**config.mk**
```make
export PLATFORM = sky130hd
export DESIGN_NAME = pipe_stage_hs
export DESIGN_NICKNAME = d
export VERILOG_FILES = /design/src/rtl/pipe_stage_hs.sv
export SDC_FILE = /design/constraint.sdc
export NUM_CORES = 1
export LEC_CHECK = 0
export ABC_AREA = 1
export CORE_ASPECT_RATIO = 0.5
export CORE_MARGIN = 1
export CORE_UTILIZATION = 35
export CTS_CLUSTER_DIAMETER = 60
export DETAILED_ROUTE_END_ITERATION = 12
export PLACE_DENSITY = 0.75
export SETUP_SLACK_MARGIN = 0.1
export SLEW_MARGIN = 0
export SYNTH_ARGS = -nofsm -noshare
export SYNTH_HDL_FRONTEND = slang
export SYNTH_SLANG_ARGS = --single-unit
```
**constraint.sdc**
```tcl
create_clock -name clk -period 3.8 [get_ports clk]
set_clock_uncertainty 0.05 [all_clocks]
set_input_delay 1.14 -clock clk [delete_from_list [all_inputs] [get_ports clk]]
set_output_delay 1.14 -clock clk [all_outputs]
set_load 0.05 [all_outputs]
```
**src/rtl/pipe_stage_hs.sv**
```systemverilog
`default_nettype none
// ============================================================================
//  Module   : pipe_stage_hs
//  Purpose  : Handshaked pipeline stage register with flush, zeroed bubbles
//             and a saturating back-pressure counter. Defining
//             PIPE_STAGE_SKID_EN selects the two-slot form with registered
//             in_ready.
//  Revision : 1.0 - initial release
// ============================================================================
module pipe_stage_hs #(
    parameter int WIDTH = 64,
    parameter int CNT_W = 16
) (
    input  logic             clk,
    input  logic             reset,
    input  logic             in_valid,
    output logic             in_ready,
    input  logic [WIDTH-1:0] in_data,
    output logic             out_valid,
    input  logic             out_ready,
    output logic [WIDTH-1:0] out_data,
    input  logic             flush,
    output logic [CNT_W-1:0] stall_cnt
);

    localparam logic [CNT_W-1:0] c_cnt_max = '1;
    localparam logic [CNT_W-1:0] c_cnt_one = CNT_W'(1);

    if (WIDTH < 1) begin : g_width_check
        $error("pipe_stage_hs: WIDTH must be >= 1");
    end
    if (CNT_W < 1) begin : g_cnt_w_check
        $error("pipe_stage_hs: CNT_W must be >= 1");
    end

    logic             r_main_valid;
    logic [WIDTH-1:0] r_main_data;
    logic [CNT_W-1:0] r_stall_cnt;
    logic             w_in_fire;
    logic             w_out_fire;

    assign w_in_fire  = in_valid && in_ready;
    assign w_out_fire = r_main_valid && out_ready;

`ifdef PIPE_STAGE_SKID_EN
    logic             r_skid_valid;
    logic [WIDTH-1:0] r_skid_data;

    // Ready comes only from the skid flop, so stall chains never ripple back.
    assign in_ready = !flush && !r_skid_valid;

    always_ff @(posedge clk) begin
        if (reset || flush) begin
            r_main_valid <= 1'b0;
            r_main_data  <= '0;
            r_skid_valid <= 1'b0;
            r_skid_data  <= '0;
        end else if (w_out_fire) begin
            if (r_skid_valid) begin
                r_main_valid <= 1'b1;
                r_main_data  <= r_skid_data;
                r_skid_valid <= 1'b0;
                r_skid_data  <= '0;
            end else if (w_in_fire) begin
                r_main_valid <= 1'b1;
                r_main_data  <= in_data;
            end else begin
                r_main_valid <= 1'b0;
                r_main_data  <= '0;
            end
        end else if (w_in_fire) begin
            if (!r_main_valid) begin
                r_main_valid <= 1'b1;
                r_main_data  <= in_data;
            end else begin
                r_skid_valid <= 1'b1;
                r_skid_data  <= in_data;
            end
        end
    end
`else
    assign in_ready = !flush && (!r_main_valid || out_ready);

    always_ff @(posedge clk) begin
        if (reset || flush) begin
            r_main_valid <= 1'b0;
            r_main_data  <= '0;
        end else if (w_in_fire) begin
            r_main_valid <= 1'b1;
            r_main_data  <= in_data;
        end else if (w_out_fire) begin
            r_main_valid <= 1'b0;
            r_main_data  <= '0;
        end
    end
`endif

    // Flush cycles are not back-pressure, and flush never clears the count.
    always_ff @(posedge clk) begin
        if (reset) begin
            r_stall_cnt <= '0;
        end else if (r_main_valid && !out_ready && !flush && (r_stall_cnt != c_cnt_max)) begin
            r_stall_cnt <= r_stall_cnt + c_cnt_one;
        end
    end

    assign out_valid = r_main_valid;
    assign out_data  = r_main_data;
    assign stall_cnt = r_stall_cnt;

endmodule
`default_nettype wire

```
==> results.rst, run 1 <==
.. list-table::
   :header-rows: 1

   * - Metric
     - Value
   * - Run status
     - completed
   * - Adder-cell share of the synthesized area
     - 0.368%
   * - Fraction of layout cells with a size suffix above 1
     - around 10%
   * - Number of cells after detailed placement
     - 701
   * - HP Class
     - register to register
   * - Syn Std Cell Area
     - 3400 sq um
   * - Worst reg-to-reg setup slack
     - 2050 ps
   * - Cts repair resizes
     - 0
   * - Flops & latches, synth
     - 81
   * - Nets in the synthesized netlist
     - 515
   * - Setup repair after global routing missed its margin
     - no
   * - Sum of negative setup slack
     - 0 ps
   * - Number of primary I/O pins
     - about 150
   * - Number of global-route vias before repair
     - 3067
   * - IO buf count
     - 150
   * - XOR/XNOR Fraction of Synth Area
     - 0%
   * - CTS tree
     - built
   * - Cell variety after synth
     - 22
   * - Setup violators final
     - 0
   * - Vias
     - 3375
   * - Global placement routability congestion
     - approximately 0.79
   * - Type of the worst setup path
     - input port to primary output
   * - Final standard cell count with taps included and fillers excluded
     - 717
   * - Nets@finish
     - approximately 650
   * - Crit path arrival time
     - ~2100 ps
   * - Number of clock sinks
     - slightly above 80
   * - Via-to-Cell Ratio
     - roughly 4.7
   * - Routed wire per std cell
     - about 13 microns
   * - Main combinational cell family by area after synthesis
     - simple AND/OR/NAND/NOR gates
   * - Share of the synthesized area in compound gates (AO/OA/AOI/OAI)
     - ~12%
   * - Worst skew pair latency
     - between 300 and 400 ps
   * - Yosys warning total
     - 0
   * - Detailed-route DRC error count
     - 0
   * - Number of antenna violations at the first check in global routing
     - 0
   * - Mean instance size in the synthesized netlist
     - between 7 and 8 sq um
   * - Final hold vios
     - 0
   * - Capture point of the critical path
     - in_ready
   * - Global-route wire length before repair
     - 15000 microns
   * - Met2 Use GR
     - between 30% and 40%
   * - Startpoint of the worst setup timing path
     - out_ready
   * - Cell leakage power
     - 1.81 nW
   * - Count of routing violations after the opening detailed-route iteration
     - around 180
   * - Met3 Resource Use GR
     - 5.75%
   * - Worst r2r dst
     - stall_cnt[15]
   * - Fin crit period
     - 3280 ps
   * - Share of synthesized cell area in and, or, nand and nor gates
     - 32.7%
   * - Startpoint class of the critical path
     - input port
   * - Worst Reg-to-Reg Cells
     - 6
   * - Total iterations of the first detailed-routing run
     - 4
   * - Antenna diode instance count
     - 0
   * - Number of maximum-capacitance violations
     - 0
   * - Max-slew violation count
     - 0
   * - Largest net degree at the start of global routing
     - 65
   * - Clock transition at the register clock pins on the worst setup and hold paths after CTS
     - approximately 60 ps
   * - Horiz. Die Dim
     - between 100 and 150 microns
   * - Instance count of the mapped netlist
     - 445
   * - Worst hold path stage count
     - 2
   * - Number of antenna-violating nets in the routed design
     - 0
   * - Die Outline Area
     - 10100 sq um
   * - Power density over the cells
     - ~410 nW/um^2
   * - Dpl hpwl
     - around 6400 microns
   * - Multiplexer area fraction after synthesis
     - 0%
   * - Number of buffers inserted for hold repair after clock tree synthesis
     - 0
   * - Max rail drop VDD
     - 242 uV
   * - Number of H-tree levels
     - 3
   * - Layout area overhead
     - 56.7%
   * - Crit path required time
     - between 2000 and 3000 ps
   * - Core area
     - between 9000 and 10000 sq um
   * - Post-CTS setup repair buffer count
     - 0
   * - Share of the yosys chip area belonging to registers
     - 47.7%
   * - Period utilisation layout
     - a little under nine tenths
   * - Maximum count of clock buffers along a single path
     - 2
   * - Normalized max-slew margin
     - 55.0%
   * - Overflow left after global routing
     - 0
   * - Worst R2R Start
     - stall_cnt[1]
   * - Met1 Usage GRT
     - 23.1%
   * - Gr busiest metal
     - met2
   * - Actual transition at the worst max-transition pin
     - ~670 ps
   * - Peak clock frequency supported by timing
     - 305 MHz
   * - Std cell rows
     - 24
   * - Die Span Y
     - 71.7 microns
   * - Total routing usage reported by global routing
     - 18.8%
   * - Effective utilization at floorplan
     - 37.5%
   * - Clock buffer count from CTS
     - 9
   * - Detailed Route WL
     - 9480 microns
   * - Kind of end point of the critical path
     - primary output
   * - Maximum net fanout on the critical path
     - 3
   * - Clock root buffer
     - sky130_fd_sc_hd__clkbuf_16
==> placed cells by master (no fill, tap or decap), types with 2 or more instances in the layout <==
| master | count |
|---|---|
| sky130_fd_sc_hd__clkdlybuf4s50_1 | 149 |
| sky130_fd_sc_hd__nand2_1 | 94 |
| sky130_fd_sc_hd__dfxtp_1 | 81 |
| sky130_fd_sc_hd__nand3_1 | 80 |
| sky130_fd_sc_hd__a21oi_1 | 64 |
| sky130_fd_sc_hd__nor2_1 | 43 |
| sky130_fd_sc_hd__nand2_2 | 13 |
| sky130_fd_sc_hd__a21oi_2 | 10 |
| sky130_fd_sc_hd__inv_1 | 10 |
| sky130_fd_sc_hd__clkbuf_16 | 9 |
| sky130_fd_sc_hd__inv_2 | 4 |
| sky130_fd_sc_hd__nor2_2 | 4 |
| sky130_fd_sc_hd__bufinv_16 | 4 |
| sky130_fd_sc_hd__buf_12 | 4 |
| sky130_fd_sc_hd__nor3_1 | 3 |
| sky130_fd_sc_hd__nand3_2 | 3 |
| sky130_fd_sc_hd__nor2_4 | 2 |
| sky130_fd_sc_hd__clkinv_2 | 2 |
| sky130_fd_sc_hd__buf_4 | 2 |
==> logic make-up (layout without fill, tap and decap cells) <==
family | count (synthesis) | after routing
AO/OA/AOI/OAI | 76 | 76
adder cells (fa/ha/maj) | 1 | 1
buffers and inverters | 43 | 185
flip-flops | 81 | 81
AND/OR/NAND/NOR | 244 | 244
==> worst min-delay path by stage <==
stage | start | endpoint | slack (ps)
floorplan | out_data[42] | out_data[42] | 660
global placement | out_data[63] | out_data[63] | 420
detailed placement | out_data[24] | out_data[24] | 420
CTS | out_data[24] | out_data[24] | 430
global route | out_data[42] | out_data[42] | 450
finish | out_data[24] | out_data[24] | 430
==> stage by stage <==
stage                     util (%)  instance area, sq um  total power [mW]  hold slack [ps]  setup slack (ps)
after global routing          58.8                  5330              2.25              450               460
after CTS                     58.8                  5330              2.19              431               517
after floorplan                  -                  3400              1.02              656              1060
final                         58.8                  5330              2.16              427               519
after detailed placement      54.8                  4970              1.14              423               524
after global placement        54.8                  4970              1.14              416               535
==> power by group <==
part	total (mW)	internal, mW	switching [mW]
clock network	1.04	0.706	0.336
registers	0.872	0.865	0.00762
logic	0.248	0.112	0.136
total	2.16	1.68	0.480
==> final cells by class <==
type	count	area (sq um)
Fill cell	841	3740
Clock inverter	6	130
Clock buffer	10	229
Sequential cell	81	1620
Multi-Input combinational cell	321	1550
Timing Repair Buffer	155	1590
Tap cell	130	163
Inverter	14	52.6
==> state kept, by name, summed over array words and instances, names as in the netlist <==
name and flops:
out_data 64, out_valid 1, stall_cnt 16
==> cell usage after synthesis (all sizes together) <==
library cell	number	area [sq um]
dfxtp	81	1620
nand2	107	429
o21ai	2	10.0
buf	18	143
a21oi	74	408
nand3	83	430
nand3b	1	7.51
nor3	3	15.0
nor2	49	209
inv	14	52.6
ha	1	12.5
nand4	1	21.3
clkbuf	11	41.3
==> routing by layer <==
metal	share of wire, %	wire length [microns]	vias to the layer above
li1	-	-	1749
met1	45	4300	1547
met2	49	4620	75
met3	5.2	488	4
met4	0.64	61	0
met5	0	0	-
==> critical path, stage by stage <==
cell	delay, ps
sky130_fd_sc_hd__clkdlybuf4s50_1	510
sky130_fd_sc_hd__inv_2	40
sky130_fd_sc_hd__nand2_2	70
sky130_fd_sc_hd__inv_2	60
sky130_fd_sc_hd__nor2_4	120
sky130_fd_sc_hd__buf_12	150
(Power assumes the default switching activity.)
==> run 2: changes to the inputs <==
--- a/config.mk
+++ b/config.mk
@@ -11,7 +11,8 @@
 export CORE_UTILIZATION = 35
 export CTS_CLUSTER_DIAMETER = 60
 export DETAILED_ROUTE_END_ITERATION = 12
-export PLACE_DENSITY = 0.75
+export GPL_TIMING_DRIVEN = 0
+export PLACE_DENSITY = 0.72
 export SETUP_SLACK_MARGIN = 0.1
 export SLEW_MARGIN = 0
 export SYNTH_ARGS = -nofsm -noshare
==> constraint.sdc (replaced) <==
create_clock -name clk -period 3 [get_ports clk]
set_clock_uncertainty 0.05 [all_clocks]
set_input_delay 0.9 -clock clk [delete_from_list [all_inputs] [get_ports clk]]
set_output_delay 0.9 -clock clk [all_outputs]
set_load 0.05 [all_outputs]
==> run 2 against run 1 <==
Against the previous run: cell area grew 1.2%; flip-flop and latch count did not move; first-iteration DRC count down 19%; combinational power is 29% higher; sequential power rose by 27%; routed wire length grew 2.5%; die area unchanged; highest routed layer unchanged.
==> results.rst, run 2 (synthesized netlist as in run 1, its figures left out) <==
.. list-table::
   :header-rows: 1

   * - Metric
     - Value
   * - Kind of end point of the critical path
     - primary output
   * - Crit path required time
     - 2050 ps (-560 ps)
   * - Maximum net fanout on the critical path
     - 3 (unchanged)
   * - Max-slew violation count
     - 0 (unchanged)
   * - Number of maximum-capacitance violations
     - 0 (unchanged)
   * - Final core utilization
     - 59.5% (+0.72 points)
   * - Overflow left after global routing
     - 0 (unchanged)
   * - Largest net degree at the start of global routing
     - 14 (-78%)
   * - Leading cell type in the layout, fill and taps excluded
     - sky130_fd_sc_hd__clkdlybuf4s50_1
   * - Number of primary I/O pins
     - 151 (unchanged)
   * - Fraction of layout cells with a size suffix above 1
     - 11.3% (+1.4 points)
   * - IO buf count
     - 150 (unchanged)
   * - Clock root buffer
     - sky130_fd_sc_hd__clkbuf_16
   * - Number of H-tree levels
     - 3 (unchanged)
   * - Std cell rows
     - 24 (unchanged)
   * - Detailed Route WL
     - 9710 microns (+2.5%)
   * - Run status
     - completed
   * - Nets@finish
     - 676 (+3.7%)
   * - Final instance area
     - 5400 sq um (+1.2%)
   * - Vias
     - 3497 (+3.6%)
   * - Detailed-route DRC error count
     - 0 (unchanged)
   * - Dpl hpwl
     - 7090 microns (+12%)
   * - Setup repair after global routing missed its margin
     - no
   * - Antenna diode instance count
     - 0 (unchanged)
   * - Peak clock frequency supported by timing
     - 354 MHz
   * - Routed wire per std cell
     - 13.1 microns (-0.67%)
   * - Worst Reg-to-Reg Cells
     - 7 (+1)
   * - Number of global-route vias before repair
     - 3201 (+4.4%)
   * - Global placement routability congestion
     - 0.816 (+3.1%)
   * - Cell leakage power
     - 1.85 nW (+2.0%)
   * - CTS tree
     - built
   * - Effective utilization at floorplan
     - 37.5% (unchanged)
   * - Total routing usage reported by global routing
     - 19.8% (+1.0 points)
   * - Number of antenna-violating nets in the routed design
     - 0 (unchanged)
   * - Normalized max-slew margin
     - 63.9% (+8.9 points)
   * - Clock buffer count from CTS
     - 9 (unchanged)
   * - Crit path arrival time
     - 1880 ps (-210 ps)
   * - Clock transition at the register clock pins on the worst setup and hold paths after CTS
     - 60 ps (about the same)
   * - Layout area overhead
     - 58.6%
   * - Power density over the cells
     - 491 nW/um^2 (+21%)
   * - Total iterations of the first detailed-routing run
     - 4 (unchanged)
   * - Highest-count cells in the layout ignoring fill and taps
     - sky130_fd_sc_hd__clkdlybuf4s50_1 (149), sky130_fd_sc_hd__nand2_1 (96), sky130_fd_sc_hd__dfxtp_1 (81), sky130_fd_sc_hd__nand3_1 (80), sky130_fd_sc_hd__a21oi_1 (64)
   * - Actual transition at the worst max-transition pin
     - 540 ps (-135 ps)
   * - Final hold vios
     - 0 (unchanged)
   * - Placed cell areas
     - 5060 sq um (+1.9%)
   * - Via-to-Cell Ratio
     - 4.73 (+0.39%)
   * - Max rail drop VDD
     - 266 uV (+10%)
   * - Die Span Y
     - 71.7 microns (unchanged)
   * - Startpoint class of the critical path
     - input port
   * - Period utilisation layout
     - approximately 94%
   * - HP Class
     - register to register
   * - Fin crit period
     - between 2000 and 3000 ps
   * - Core area
     - 9070 sq um (unchanged)
   * - Maximum count of clock buffers along a single path
     - 2 (unchanged)
   * - Setup violators final
     - 0 (unchanged)
   * - Number of flip-flops under the largest register name
     - 64 (unchanged)
   * - Number of antenna violations at the first check in global routing
     - 0 (unchanged)
   * - Global-route wire length before repair
     - 15700 microns (+4.6%)
   * - Count of routing violations after the opening detailed-route iteration
     - 143 (-19%)
   * - Worst hold path stage count
     - 2 (unchanged)
   * - Horiz. Die Dim
     - 141 microns (unchanged)
   * - Worst skew pair latency
     - 330 ps (about the same)
   * - Type of the worst setup path
     - input port to primary output
   * - Post-CTS setup repair buffer count
     - 0 (unchanged)
   * - Number of clock sinks
     - 81 (unchanged)
   * - Die Outline Area
     - 10100 sq um (unchanged)
==> run 2: cell count changes in the layout (fill, tap and decap cells not counted) <==
cell / before / now
sky130_fd_sc_hd__clkbuf_1: 1 / 11
sky130_fd_sc_hd__buf_6: 0 / 8
sky130_fd_sc_hd__buf_2: 0 / 9
sky130_fd_sc_hd__bufinv_16: 4 / 3
sky130_fd_sc_hd__nand2_2: 13 / 11
sky130_fd_sc_hd__nand2_1: 94 / 96
sky130_fd_sc_hd__clkinvlp_4: 0 / 1
sky130_fd_sc_hd__buf_12: 4 / 0
==> run 2: repair_timing <==
action	4_1_cts	5_1_grt
setup endpoints to repair	1	1
gates resized for setup	5	2
hold buffers	0	0
==> run 2: area by class of cell <==
type | count | area (sq um)
Sequential cell | 81 | 1620
Buffer | 29 | 184
Fill cell | 866 | 3670
Timing Repair Buffer | 150 | 1500
Clock buffer | 9 | 225
Inverter | 14 | 52.6
Clock inverter | 6 | 108
Multi-Input combinational cell | 321 | 1540
Tap cell | 130 | 163
==> run 2: path summary, 6_finish.rpt <==
path,startpoint,slack (ps),to
max reg2reg,stall_cnt[0],1340,stall_cnt[15]
min reg2reg,out_data[33],430,out_data[33]
max,out_ready,170,in_ready
min,out_data[33],430,out_data[33]
==> run 2: worst max-delay path, stage by stage <==
cell,delay [ps]
sky130_fd_sc_hd__clkdlybuf4s50_1,490
sky130_fd_sc_hd__inv_2,40
sky130_fd_sc_hd__nand2_2,70
sky130_fd_sc_hd__inv_2,60
sky130_fd_sc_hd__nor2_4,100
sky130_fd_sc_hd__buf_4,210
==> run 2: through the flow <==
stage / hold slack, ps / cells / total power [mW] / worst slack (ps) / TNS [ps]
final: 425 / 740 / 2.65 / 173 / 0
after global routing: 446 / 740 / 2.76 / 103 / 0
after CTS: 429 / 740 / 2.69 / 106 / 0
after detailed placement: 420 / 725 / 1.45 / -446 / -446
after global placement: 414 / 725 / 1.45 / -431 / -431
after floorplan: 656 / 445 / 1.29 / 741 / 0
==> run 2: routing by layer <==
metal	routed length [microns]	track usage [%]	vias up
met2	4910	34.9	91
li1	-	-	1805
met1	4250	24.3	1599
met5	0	0	-
met4	27	5.02	0
met3	529	5.21	2
==> run 2: where the power goes <==
part | switching, mW | internal (mW)
Sequential | 0.00987 | 1.10
Combinational | 0.174 | 0.147
Clock | 0.421 | 0.805
==> run 3: changes to the inputs <==
--- a/config.mk
+++ b/config.mk
@@ -6,10 +6,9 @@
 export NUM_CORES = 1
 export LEC_CHECK = 0
 export ABC_AREA = 1
-export CORE_ASPECT_RATIO = 0.5
-export CORE_MARGIN = 1
+export CORE_ASPECT_RATIO = 1.75
+export CORE_MARGIN = 2
 export CORE_UTILIZATION = 35
-export CTS_CLUSTER_DIAMETER = 60
 export DETAILED_ROUTE_END_ITERATION = 12
 export GPL_TIMING_DRIVEN = 0
 export PLACE_DENSITY = 0.72
==> run 3 against run 2 <==
Against the previous run: core utilization shrank 3.1 points; global-route usage is 0.67 points higher; sequential share of layout area up 0.34 points; die area grew 4.1%; highest routed layer unchanged; hold slack gained 1.2 ps; clock-buffer cell count grew 2.
==> results.rst, run 3 (synthesized netlist as in run 1, its figures left out) <==
.. list-table::
   :header-rows: 1

   * - Metric
     - Value
   * - Run status
     - completed
   * - Highest routed metal layer
     - met4
   * - Final standard cell count with taps included and fillers excluded
     - 731 (-1.2%)
   * - Maximum count of clock buffers along a single path
     - 2 (unchanged)
   * - Max rail drop VDD
     - 272 uV (+2.1%)
   * - Leading cell type in the layout, fill and taps excluded
     - sky130_fd_sc_hd__clkdlybuf4s50_1
   * - Maximum net fanout on the critical path
     - 3 (unchanged)
   * - Max-slew violation count
     - 0 (unchanged)
   * - Min-Delay Endpoint
     - out_data[9]
   * - Worst Reg-to-Reg Cells
     - 7 (unchanged)
   * - Number of maximum-capacitance violations
     - 0 (unchanged)
   * - IO buf count
     - 150 (unchanged)
   * - Dpl hpwl
     - 8090 microns (+14%)
   * - Power density over the cells
     - 467 nW/um^2 (-5.0%)
   * - Detailed-routing wirelength on met1
     - 3970 microns (-6.6%)
   * - Die Outline Area
     - 10600 sq um (+4.1%)
   * - Beginning of the worst hold path
     - out_data[9]
   * - CTS tree
     - built
   * - Nets@finish
     - 676 (unchanged)
   * - Clock root buffer
     - sky130_fd_sc_hd__clkbuf_16
   * - Detailed Route WL
     - 10700 microns (+10%)
   * - Final hold vios
     - 0 (unchanged)
   * - Worst-case setup margin in the final layout
     - 159 ps (-14.1 ps)
   * - Worst reg-to-reg setup slack
     - 1310 ps (-30 ps)
   * - Total iterations of the first detailed-routing run
     - 4 (unchanged)
   * - Crit path required time
     - 2050 ps (about the same)
   * - Detail Route met2 WL
     - 5900 microns (+20%)
   * - Number of primary I/O pins
     - 151 (unchanged)
   * - Number of H-tree levels
     - 3 (unchanged)
   * - Number of global-route vias before repair
     - 3499 (+9.3%)
   * - Cell leakage power
     - 1.83 nW (-1.3%)
   * - Clock transition at the register clock pins on the worst setup and hold paths after CTS
     - 50 ps (about the same)
   * - Type of the worst setup path
     - input port to primary output
   * - Worst setup slack before clock tree synthesis
     - -382 ps (+64.0 ps)
   * - Worst R2R Start
     - stall_cnt[0]
   * - Fin crit period
     - 2840 ps (+14.1 ps)
   * - Startpoint class of the critical path
     - input port
   * - Overflow left after global routing
     - 0 (unchanged)
   * - Total routing usage reported by global routing
     - 20.5% (+0.67 points)
   * - Routed wire per std cell
     - 14.6 microns (+12%)
   * - HP Class
     - register to register
   * - Fraction of layout cells with a size suffix above 1
     - 11.0% (-0.31 points)
   * - Worst hold path stage count
     - 2 (unchanged)
   * - Highest-count cells in the layout ignoring fill and taps
     - sky130_fd_sc_hd__clkdlybuf4s50_1 (149), sky130_fd_sc_hd__nand2_1 (96), sky130_fd_sc_hd__dfxtp_1 (81), sky130_fd_sc_hd__nand3_1 (80), sky130_fd_sc_hd__a21oi_1 (64)
   * - Via-to-Cell Ratio
     - 4.93 (+4.2%)
   * - Actual transition at the worst max-transition pin
     - 548 ps (+7.89 ps)
   * - Largest net degree at the start of global routing
     - 13 (-1)
   * - Number of antenna violations at the first check in global routing
     - 0 (unchanged)
   * - Number of flip-flops under the largest register name
     - 64 (unchanged)
   * - Setup repair after global routing missed its margin
     - no
   * - Crit path arrival time
     - 1890 ps (about the same)
   * - Effective utilization at floorplan
     - 35.9% (-1.6 points)
   * - Die Span Y
     - 134 microns (+87%)
   * - Std cell rows
     - 47 (+96%)
   * - Clock buffer count from CTS
     - 9 (unchanged)
   * - Horiz. Die Dim
     - 78.5 microns (-44%)
   * - Number of clock sinks
     - 81 (unchanged)
   * - Global placement routability congestion
     - 0.954 (+17%)
   * - Vias
     - 3601 (+3.0%)
   * - Worst r2r dst
     - stall_cnt[10]
   * - Global-route wire length before repair
     - 17000 microns (+7.9%)
   * - Core area
     - 9470 sq um (+4.4%)
   * - Placed cell areas
     - 5050 sq um (-0.20%)
   * - Antenna diode instance count
     - 0 (unchanged)
   * - Number of cells after detailed placement
     - 717 (-1.1%)
   * - Normalized max-slew margin
     - 63.4% (-0.53 points)
   * - Number of antenna-violating nets in the routed design
     - 0 (unchanged)
   * - Count of routing violations after the opening detailed-route iteration
     - 184 (+29%)
   * - Final instance area
     - 5340 sq um (-1.1%)
   * - Met3 wirelength from detailed routing
     - 584 microns (+10%)
   * - Worst skew pair latency
     - 330 ps (about the same)
   * - Kind of end point of the critical path
     - primary output
   * - Sum of negative setup slack
     - 0 ps (unchanged)
   * - Final Power
     - 2.49 mW (-6.1%)
   * - Layout area overhead
     - 56.9%
   * - Setup violators final
     - 0 (unchanged)
   * - Period utilisation layout
     - 94.7% (+0.47 points)
   * - Peak clock frequency supported by timing
     - 352 MHz (-0.49%)
   * - Detailed-route DRC error count
     - 0 (unchanged)
-- run 3: how the worst max path moves through the flow --
stage / start / endpoint / depth (start not counted)
after CTS: out_ready / in_ready / 6
after global placement: out_ready / in_ready / 6
after detailed placement: out_ready / in_ready / 6
final: out_ready / in_ready / 6
after global routing: out_ready / in_ready / 6
after floorplan: out_ready / in_ready / 4
-- run 3: metrics by stage --
step / hold WS (ps) / util (%)
after floorplan: 656 / -
after global placement: 414 / 53.4
after detailed placement: 421 / 53.4
after CTS: 429 / 56.3
after global routing: 447 / 56.3
final: 426 / 56.3
-- run 3: timing repair --
action	in CTS	in global routing
hold buffers	0	0
endpoints found under the setup margin	1	0
gates resized for setup	5	0
buffers inserted	0	0
-- run 3: worst max-delay path: stages --
cell and delay [ps]:
sky130_fd_sc_hd__clkdlybuf4s50_1 490, sky130_fd_sc_hd__inv_2 40, sky130_fd_sc_hd__nand2_2 70, sky130_fd_sc_hd__inv_2 60, sky130_fd_sc_hd__nor2_4 80, sky130_fd_sc_hd__buf_2 260
-- run 3: layout make-up --
class,instances,area [sq um]
Fill cell,901,4130
Sequential cell,81,1620
Multi-Input combinational cell,321,1540
Timing Repair Buffer,150,1500
Clock buffer,11,243
Buffer,29,184
Tap cell,122,153
Inverter,14,52.6
Clock inverter,3,42.5
-- run 3: routing by layer --
metal,up-vias,track usage [%]
met3,20,4.24
met5,-,0
met1,1641,21.3
met4,0,9.36
li1,1793,-
met2,147,38.3
-- run 3: report_power, final --
part	switching (mW)	leakage (nW)	internal (mW)
clock network	0.405	0.137	0.656
logic	0.176	1.03	0.147
registers	0.0103	0.655	1.10
total	0.591	1.83	1.90
==> edit 1, RTL diff (config.mk and constraints of run 2) <==
`WIDTH`: 64 -> 32.
--- a/src/rtl/pipe_stage_hs.sv
+++ b/src/rtl/pipe_stage_hs.sv
@@ -9,5 +9,5 @@
 // ============================================================================
 module pipe_stage_hs #(
-    parameter int WIDTH = 64,
+    parameter int WIDTH = 32,
     parameter int CNT_W = 16
 ) (
Interface: changed (resized in_data and out_data); port bits go from 151 to 87. The function was not compared with the original's and may differ.
==> edit 1 against run 2 <==
Wire length decreased by 39%; sequential power decreased by 40%; worst setup slack lost 0.014 ns; sequential cell count decreased by 32; utilization shrank 4.6 points; design area fell by 38%; maximum frequency fell by 0.50%; power shrank 46%; area after synthesis fell by 35%; highest routed layer unchanged.
==> edit 1: results (changes against run 2) <==
### Yosys
• 347 — number of nets produced by synthesis, -33%
• 74 x nand2_1, 51 x nand3_1, 49 x dfxtp_1 — top post-synthesis cells by count
• 49 — number of storage elements in the synthesis netlist, -40%
• 18 — post-synthesis cell type count, -18%
• 0.4432 — sequential element share of the synthesized area, -0.03363
• 7.163 µm² — average cell area after synthesis, -6.3%

### Cells and area
• 227 — count of multi-input combinational gates, -29%
• 101 — bufs w/o clock, -44%
• 440 — number of nets in the final layout, -35%
• 18 — count of inverters other than clock inverters in the layout, +4
• 32 — Largest register FFs, -50%
• 0.2867 — non-clock buffering overhead in the final layout, -0.02519
• 0.3193 — fraction of area in multi-input gates, +0.03339
• 0.08437 — ratio of cells with drive above 1 in the final layout, -0.02875
• 0.2939 — Seq/total area, -0.006704
• 491 — Cell Count, Final, Fillers Out, -34%
• 6 — # clk buffers, -3

### Timing
• 0.6444 — worst rel slew slack, +0.005318

### Detailed routing
• 5878 µm — total wirelength of the detailed-routed design, -39%
• 2568 µm — detailed-routing wirelength on met1, -40%
• 343 µm — met3 routed wirelength, -35%
• 4.707 — detail-routed via count per cell, -0.40%
• 2850 µm — length of routed met2 wiring, -42%

### Power and ir drop
• 1.172 nW — P_leak, -37%
• 0.2450 — fraction of power spent switching nets, +0.01716
• 0.468 — power share of the sequential group, +0.051
• 0.2635 mV — worst vdd rail ir drop, -0.97%
• 1.074 mW — design internal power, -48%

### Placement
• 4377 µm — half-perimeter wire length after placement, -38%
• 86 — number of buffer cells added on primary ports, -43%
• 0.8297 — Placer Congestion, +1.7%
• -0.4675 ns — pre-CTS worst setup slack, -0.02160 ns
• 483 — DP Cell Count, -33%
• 3184 µm² — DP Area, -37%

### GRT
• 17 — largest net degree at the start of global routing, +3
• 0.2253 — met1 layer usage reported by global route, -0.01767
• 0.05021 — met3 track demand over resource in global routing, -0.001930
• 0.1847 — overall routing resource usage, -0.01324
• 9604 µm — global-route wire length before repair, -39%
• 2090 — vias in the first global route, -35%

### Clocking
• 2 — number of H-tree levels, -1
• 5 — number of buffers created by CTS, -4

### Setup path
• 2 — largest fanout on the critical path, -1

### Run status
• finished clean — result of the run

edit 1: final timing paths:
kind                                       to  cells after the start    startpoint  slack [ns]
worst max-delay path                 in_ready                      6     out_ready        0.16
worst min-delay path              out_data[0]                      2   out_data[0]        0.43
worst max register to register  stall_cnt[10]                      7  stall_cnt[0]        1.37
worst min register to register    out_data[0]                      2   out_data[0]        0.43
edit 1: logic make-up (layout without fill, tap and decap cells):
kind of cell | count (synthesis) | count (layout) | synth area share
compound gates | 43 | 43 | 0.09723
fa+ha+maj | 1 | 1 | 0.005652
buf+inv | 33 | 127 | 0.07518
flops | 49 | 49 | 0.4432
simple gates | 183 | 183 | 0.3787
edit 1: what timing repair did:
action / in CTS / in global routing
setup buffers: 0 / 0
endpoints found under the setup margin: 1 / 0
gates resized for setup: 6 / 0
edit 1: critical path: cells and delay by family:
kind	cells	cell delay (ns)
buffers and inverters	4	0.81
and+or+nand+nor	2	0.18
==> edit 2, RTL diff (config.mk and constraints of run 2) <==
Without the edit above. Put one more register stage on the output `stall_cnt`, cleared by the reset. The value now appears one clock later. The other outputs are not delayed to match.
--- a/src/rtl/pipe_stage_hs.sv
+++ b/src/rtl/pipe_stage_hs.sv
@@ -107,5 +107,11 @@
     assign out_valid = r_main_valid;
     assign out_data  = r_main_data;
-    assign stall_cnt = r_stall_cnt;
+    always_ff @(posedge clk) begin
+        if (reset) begin
+            stall_cnt <= '0;
+        end else begin
+            stall_cnt <= r_stall_cnt;
+        end
+    end
 
 endmodule
Check against the original RTL: not equivalent (a bounded check fails within 4 cycles, from zero or initial values and one cycle with reset high).
==> edit 2 against run 2 <==
Sequential share of layout area up 4.1 points; area after synthesis is 10% higher; sequential cell count grew 16; worst setup slack worse by 0.014 ns; wire length grew 2.6%; die area up 9.8%; power rose by 1.4%; design area is 5.3% higher.
==> edit 2: results (changes against run 2) <==
### GRT
• 15 — largest net degree at the start of global routing, +1
• 0 — number of antenna violations at the first check in global routing, unchanged
• 15680 µm — global-route wire length before repair, -0.36%
• 3316 — vias in the first global route, +3.6%
• 0.1802 — overall routing resource usage, -0.01771

### Timing
• 0.5476 ns — worst slew pin tran, +0.007982 ns

### Detailed routing
• 134 — DRC marker count from the first detailed-route iteration, -6.3%
• 12.53 µm — routed length per instance, -4.5%
• 4.631 — detail-routed via count per cell, -2.0%
• 3682 — number of vias in the routed layout, +5.3%

### Yosys
• dfxtp_1 52%, nand3_1 11%, a21oi_1 10% — cell types with the largest area share after synthesis
• 0.5191 — sequential element share of the synthesized area, +0.04224
• 21 — post-synthesis cell type count, -4.5%
• 7.635 µm² — average cell area after synthesis, about the same
• 560 — number of nets produced by synthesis, +8.7%
• 101 x nand2_1, 97 x dfxtp_1, 83 x nand3_1 — top post-synthesis cells by count

### Cells and area
• 983 — Layout fillers, +14%
• 720 — number of nets in the final layout, +6.5%
• 0.06870 — ratio of cells with drive above 1 in the final layout, -0.04441

### Run status
• finished clean — result of the run

### Job
• 0 — max cap viols, unchanged

### Clocking
• 0.06 ns — clock transition at the register clock pins on the worst setup and hold paths after CTS, about the same
• 2 — maximum buffer depth of the clock tree, unchanged
• 3 — number of H-tree levels, unchanged

### Power and ir drop
• 2.053 mW — design internal power, +0.29%
• 1.996 nW — P_leak, +7.8%
• 0.2871 mV — worst vdd rail ir drop, +7.9%

### Placement
• 779 — DP Cell Count, +7.4%
• 149 — number of buffer cells added on primary ports, -0.67%
• 7284 µm — half-perimeter wire length after placement, +2.7%
• -0.4605 ns — pre-CTS worst setup slack, -0.01464 ns
• 0.8498 — Placer Congestion, +4.2%

### Setup path
• 2 — largest fanout on the critical path, -1

[edit 2: cell types whose count changed after synthesis, moves of 2 or more]
cell,run 2,this run
buf_4,1,6
nand2_1,96,101
nand3_2,3,1
a21oi_2,10,0
a21oi_1,64,78
nand2_2,11,1
dfxtp_1,81,97
buf_6,8,3
nor2_1,43,56
nand3_1,80,83
inv_1,10,27
[edit 2: cell type report]
cell class	count	area (µm²)	share of cell area
flip-flops and latches	97	1942	0.3418
multi-input cells	332	1514	0.2665
repair buffers	149	1489	0.2621
clock buffers	13	260.3	0.04582
well taps	140	175.2	0.03084
plain buffers	31	172.7	0.03040
inverters	30	112.6	0.01982
clock inverters	3	15.01	0.002643
[edit 2: worst paths after layout]
| path | from | endpoint | slack (ns) | cells after the start |
|---|---|---|---|---|
| setup / recovery | out_ready | in_ready | 0.16 | 6 |
| hold / removal | r_stall_cnt[15] | stall_cnt[15] | 0.40 | 2 |
| setup reg to reg | r_stall_cnt[0] | r_stall_cnt[15] | 1.38 | 7 |
| hold reg to reg | r_stall_cnt[15] | stall_cnt[15] | 0.40 | 2 |
[edit 2: per-stage QoR]
| stage | power [mW] | utilization | area, µm² | hold slack, ns |
|---|---|---|---|---|
| final | 2.689 | 0.5508 | 5680 | 0.4042 |
| after global placement | 1.660 | 0.5244 | 5408 | 0.3956 |
| after global routing | 2.818 | 0.5508 | 5680 | 0.4337 |
| after floorplan | 1.504 | - | 3741 | 0.3794 |
| after detailed placement | 1.661 | 0.5244 | 5408 | 0.3973 |
| after CTS | 2.730 | 0.5508 | 5680 | 0.4031 |
[edit 2: metal layers]
layer / track usage / share of wire
met5: 0 / 0
met4: 0.06415 / 0.014
met3: 0.04364 / 0.037
met2: 0.3286 / 0.51
met1: 0.2118 / 0.44
[edit 2: logic make-up after synthesis]
| logic type | share of synthesized area |
|---|---|
| simple gates | 0.2957 |
| flops | 0.5191 |
| buf+inv | 0.07625 |
| fa+ha+maj | 0.003344 |
| compound gates | 0.1057 |
[edit 2: power groups by stage]
stage          Clock [mW]  Combinational (mW)  Sequential, mW
4_1_cts              1.10               0.316            1.32
6_report             1.06               0.313            1.32
2_1_floorplan           0              0.0919            1.41
3_5_place_dp            0               0.314            1.35
5_1_grt              1.16               0.336            1.32
3_3_place_gp            0               0.314            1.35
[edit 2: what timing repair did]
action                                  CTS  global route
endpoints found under the hold margin     0             0
endpoints found under the setup margin    1             0
setup buffers                             0             0
resized for setup                         6             0
[edit 2: worst max-delay path, stage by stage]
cell and delay (ns):
clkdlybuf4s50_1 0.48, inv_1 0.06, nand2_2 0.07, inv_2 0.04
nor2_2 0.11, buf_4 0.22
